### src/rtl/commit_sequencer_pkg.sv
// rtl/commit_sequencer_pkg.sv - head-kind and FSM state encodings shared by the commit sequencer
`ifndef ROB_SIZE_WIDTH
`define ROB_SIZE_WIDTH 4
`endif

package commit_sequencer_pkg;

  localparam logic [1:0] KIND_REG    = 2'b00;
  localparam logic [1:0] KIND_STORE  = 2'b01;
  localparam logic [1:0] KIND_BRANCH = 2'b10;
  localparam logic [1:0] KIND_NOP    = 2'b11;

  typedef enum logic [1:0] {
    ST_RUN        = 2'd0,
    ST_STORE_WAIT = 2'd1,
    ST_FLUSH      = 2'd2
  } cs_state_t;

endpackage

### src/rtl/commit_sequencer.sv
// rtl/commit_sequencer.sv - retires the ROB head one entry per cycle: register writes, stores and branch flushes
`ifndef ROB_SIZE_WIDTH
`define ROB_SIZE_WIDTH 4
`endif

module commit_sequencer
  import commit_sequencer_pkg::*;
#(
  parameter int ROB_W      = `ROB_SIZE_WIDTH,
  parameter int FLUSH_HOLD = 2
) (
  input  logic             clk,
  input  logic             rst,
  input  logic             rdy,
  input  logic             rob_valid,
  input  logic [1:0]       rob_kind,
  input  logic [4:0]       rob_rd,
  input  logic [31:0]      rob_val,
  input  logic [ROB_W-1:0] rob_id,
  input  logic             rob_mispredict,
  input  logic [31:0]      rob_target_pc,
  input  logic             lsb_store_done,
  output logic             cs_pop,
  output logic             rf_enable,
  output logic [4:0]       rf_rd,
  output logic [31:0]      rf_val,
  output logic [ROB_W-1:0] rf_commit_id,
  output logic             lsb_store_req,
  output logic [ROB_W-1:0] lsb_store_id,
  output logic             flush,
  output logic [31:0]      flush_pc,
  output logic [31:0]      commit_count
);

  cs_state_t  state, state_n;
  logic [3:0] hold_cnt, hold_n;
  logic       store_start, branch_flush, reg_write;

  always_comb begin
    state_n      = state;
    hold_n       = hold_cnt;
    cs_pop       = 1'b0;
    store_start  = 1'b0;
    branch_flush = 1'b0;
    reg_write    = 1'b0;
    if (rdy) begin
      case (state)
        ST_RUN: begin
          if (rob_valid) begin
            if (rob_kind == KIND_STORE) begin
              store_start = 1'b1;
              state_n     = ST_STORE_WAIT;
            end else begin
              cs_pop    = 1'b1;
              reg_write = (rob_kind == KIND_REG) && (rob_rd != 5'd0);
              if (rob_kind == KIND_BRANCH && rob_mispredict) begin
                branch_flush = 1'b1;
                hold_n       = 4'(FLUSH_HOLD);
                state_n      = ST_FLUSH;
              end
            end
          end
        end
        ST_STORE_WAIT: begin
          if (lsb_store_done) begin
            cs_pop  = 1'b1;
            state_n = ST_RUN;
          end
        end
        ST_FLUSH: begin
          // Quiet period: leave once the counter has drained to zero.
          hold_n = (hold_cnt == 4'd0) ? 4'd0 : hold_cnt - 4'd1;
          if (hold_n == 4'd0) state_n = ST_RUN;
        end
        default: state_n = ST_RUN;
      endcase
    end
  end

  always_ff @(posedge clk or posedge rst) begin
    if (rst) begin
      state         <= ST_RUN;
      hold_cnt      <= 4'd0;
      commit_count  <= 32'd0;
      rf_enable     <= 1'b0;
      rf_rd         <= 5'd0;
      rf_val        <= 32'd0;
      rf_commit_id  <= '0;
      lsb_store_req <= 1'b0;
      lsb_store_id  <= '0;
      flush         <= 1'b0;
      flush_pc      <= 32'd0;
    end else if (rdy) begin
      state        <= state_n;
      hold_cnt     <= hold_n;
      commit_count <= commit_count + {31'd0, cs_pop};
      rf_enable    <= reg_write;
      if (reg_write) begin
        rf_rd        <= rob_rd;
        rf_val       <= rob_val;
        rf_commit_id <= rob_id;
      end
      flush <= branch_flush;
      if (branch_flush) flush_pc <= rob_target_pc;
      // Level request held across STORE_WAIT, dropped with the retiring pop.
      if (store_start) begin
        lsb_store_req <= 1'b1;
        lsb_store_id  <= rob_id;
      end else if (state == ST_STORE_WAIT && cs_pop) begin
        lsb_store_req <= 1'b0;
      end
    end
  end

endmodule

### config.mk
export PLATFORM = sky130hd
export DESIGN_NAME = commit_sequencer
export DESIGN_NICKNAME = d
export VERILOG_FILES = /design/src/rtl/commit_sequencer_pkg.sv /design/src/rtl/commit_sequencer.sv
export SDC_FILE = /design/constraint.sdc
export NUM_CORES = 1
export LEC_CHECK = 0
export ABC_AREA = 1
export CAP_MARGIN = 0
export CORE_MARGIN = 10
export CORE_UTILIZATION = 45
export CTS_BUF_LIST = sky130_fd_sc_hd__clkbuf_4 sky130_fd_sc_hd__clkbuf_8
export DETAILED_ROUTE_END_ITERATION = 6
export HOLD_SLACK_MARGIN = 0.06
export PLACE_DENSITY = 0.81
export SYNTH_ARGS = -nofsm -noshare
export SYNTH_HDL_FRONTEND = slang
export SYNTH_SLANG_ARGS = --single-unit
### constraint.sdc
create_clock -name clk -period 6.1 [get_ports clk]
set_input_delay 1.22 -clock clk [delete_from_list [all_inputs] [get_ports clk]]
set_output_delay 1.22 -clock clk [all_outputs]
set_load 0.005 [all_outputs]
==> impl_metrics.env <==
export IMPL_tightest_slew_ns=0.860
export IMPL_rsz0062_at_grt="false"
export IMPL_drcViolationCount=0
export IMPL_fin_nets=810
export IMPL_r2r_slack_ns=3.67
export IMPL_finalPower_mw=3.25
export IMPL_htree_levels=4
export IMPL_portBuffers=193
export IMPL_grt_pass1_wl_um=23600
export IMPL_ir_drop_mv=0.288
export IMPL_status="completed"
export IMPL_critPathSlowestCell="clkdlybuf4s50_1"
export IMPL_antenna_found_initial=1
export IMPL_syn_avg_cell_area_um2=10.2
export IMPL_first_pass_iters=4
export IMPL_yosys_top_cells_area="dfrtp_1 (55%), nand2_1 (9.2%), mux2_4 (7.8%)"
export IMPL_reg2reg_to="commit_count[30]"
export IMPL_cts_resized=0
export IMPL_yosys_area_top_type="dfrtp_1"
export IMPL_synthTopCellsByCount="nand2_1 (132), dfrtp_1 (118), inv_1 (71)"
export IMPL_r2r_cells=14
export IMPL_hp_start="rf_val[18]"
export IMPL_wl_met3_um=1320
export IMPL_required_ns=4.88
export IMPL_die_y_um=129
export IMPL_drive_gt1_share_pct=15.2
export IMPL_clock_sinks=118
export IMPL_num_rows=39
export IMPL_path_clk_slew_ns=0.07
export IMPL_setup_viol=0
export IMPL_hold_viol_final=0
export IMPL_hold_end="rf_val[18]"
export IMPL_hold_buffers=0
export IMPL_slew_headroom_pct=42.7
export IMPL_synth_most_common_cell="nand2_1"
export IMPL_drt_met1_wl_um=5640
export IMPL_synth_flop_cell="dfrtp_1"
export IMPL_postCtsSetupBuffers=0
export IMPL_ys_types=29
export IMPL_hold_depth=2
export IMPL_yosys_area_top_type_share_pct=55.1
export IMPL_crit_top_cell="clkdlybuf4s50_1"
export IMPL_initial_core_util_pct=46.3
export IMPL_synth_nets=609
export IMPL_end_kind="primary output"
export IMPL_worstPathCellList="clkdlybuf4s50_1 -> inv_1 -> a21oi_1 -> clkdlybuf4s50_1"
export IMPL_max_freq_mhz=236
export IMPL_cp_max_fo=10
export IMPL_ys_warn_count=0
export IMPL_arrival_ns=3.02
export IMPL_grt_max_degree=75
export IMPL_postSynthCellCount=525
export IMPL_dieArea_um2=16700
export IMPL_core_um2=11600
export IMPL_drt_iter0_drc=306
export IMPL_via_per_inst=4.83
export IMPL_max_cap_viol_count=0
export IMPL_max_stage_delay_ns=0.71
export IMPL_gp_congestion=0.776
export IMPL_fp_dieW_um=129
export IMPL_routedWlPerCell_um=16.7
export IMPL_skew_ns=0.0199
export IMPL_syn_to_final_growth_pct=46.4
export IMPL_holdCritPathClass="reg2reg"
export IMPL_fin_crit_ns=4.24
export IMPL_period_share_pct=69.5
export IMPL_max_clock_path_buffers=2
export IMPL_top_layer_used="met4"
export IMPL_worstSetupPathType="in2out"
export IMPL_cts_made_buffers=17
export IMPL_tns_ns=0
export IMPL_r2r_start="state[0]"
export IMPL_critPathLaunchType="primary input"
export IMPL_clk_latency_ns=0.45
export IMPL_wl_met2_um=7530
export IMPL_yosysSeqAreaShare_pct=55.1
export IMPL_synth_area_um2=5360
export IMPL_grt_pass1_vias=4520
export IMPL_p_leak_nw=3.81
export IMPL_synth_seq_cells=118
export IMPL_async_flop_share_pct=100
export IMPL_pin_count=194
export IMPL_synth_edff_count=0
export IMPL_vias=4266
export IMPL_grt_usage_pct=18.0
export IMPL_wl_um=14700
export IMPL_clockRootBuffer="clkbuf_8"
export IMPL_power_density_nw_per_um2=414
export IMPL_slew_viol_final=0
export IMPL_dp_hpwl_um=11200
export IMPL_cts_tree="built"
export IMPL_overflow=0
export IMPL_drtAntennaViolNets=0
export IMPL_fillers=898
[routing by layer]
layer / up-vias / global-route usage, %
li1: 2056 / -
met1: 2053 / 19.4
met2: 135 / 30.4
met3: 22 / 7.63
met4: 0 / 7.89
met5: - / 0
[registers in the layout (all words and copies together) (netlist names)]
signal / flops
commit_count: 32
flush: 1
flush_pc: 32
hold_cnt: 4
lsb_store_id: 4
lsb_store_req: 1
rf_commit_id: 4
rf_enable: 1
rf_rd: 5
rf_val: 32
state: 2
[layout by cell type (no fill, tap or decap), drive strengths merged]
cell type        n
nor2            38
buf              2
xor2            15
o22ai            1
a21oi            2
ha               3
o21ai           53
nand4            7
inv             72
nor3            10
dfrtp          118
nand2          136
nand3b           4
diode            1
clkinv           2
clkinvlp         1
clkbuf          24
xnor2            8
mux2            32
and2             1
nand3           12
bufinv           5
clkdlybuf4s50  193
[final cells by class]
type	instances	area, um2	area share [%]
Antenna cell	1	2.50	0.0319
Clock buffer	24	312	3.97
Clock inverter	8	168	2.14
Inverter	72	273	3.48
Multi-Input combinational cell	322	2010	25.7
Sequential cell	118	2950	37.6
Tap cell	143	179	2.28
Timing Repair Buffer	195	1950	24.8
[worst max-delay path: cells and delay by family]
kind                   cells  cell delay, ns
buffers and inverters      3            1.52
AO/OA/AOI/OAI              1            0.28
[how the worst max path moves through the flow]
stage	from	to	slack (ns)	cells after the start
finish	rdy	cs_pop	1.86	4
global route	rdy	cs_pop	1.69	4
CTS	rdy	cs_pop	1.83	4
detailed placement	rdy	cs_pop	1.83	4
global placement	rdy	cs_pop	1.91	4
floorplan	rst	commit_count[0]	1.75	1
[where the power goes]
part	internal [mW]	switching [mW]	leakage [nW]
clock	0.543	0.313	0.243
combinational	0.735	0.418	2.05
sequential	1.06	0.179	1.52
total	2.34	0.910	3.81
[cells by family after synthesis]
kind of cell	count (synthesis)	synth area share (%)
adders and majority gates	3	0.700
and+or+nand+nor	208	16.9
xor gates and xnor gates	23	3.76
DFF	118	55.1
muxes	32	8.68
AOI/OAI and AO/OA	56	7.35
buffers and inverters	85	7.56
[per-stage QoR]
step / utilization (%) / std cells / setup WS (ns) / hold slack [ns] / instance area [um2]
floorplan: - / 525 / 1.75 / 0.464 / 5360
global placement: 63.7 / 850 / 1.91 / 0.465 / 7360
detailed placement: 63.7 / 850 / 1.83 / 0.470 / 7360
CTS: 67.8 / 882 / 1.83 / 0.486 / 7840
global route: 67.8 / 883 / 1.69 / 0.511 / 7850
finish: 67.8 / 883 / 1.86 / 0.482 / 7850
Power figures use the tool's default switching activity.
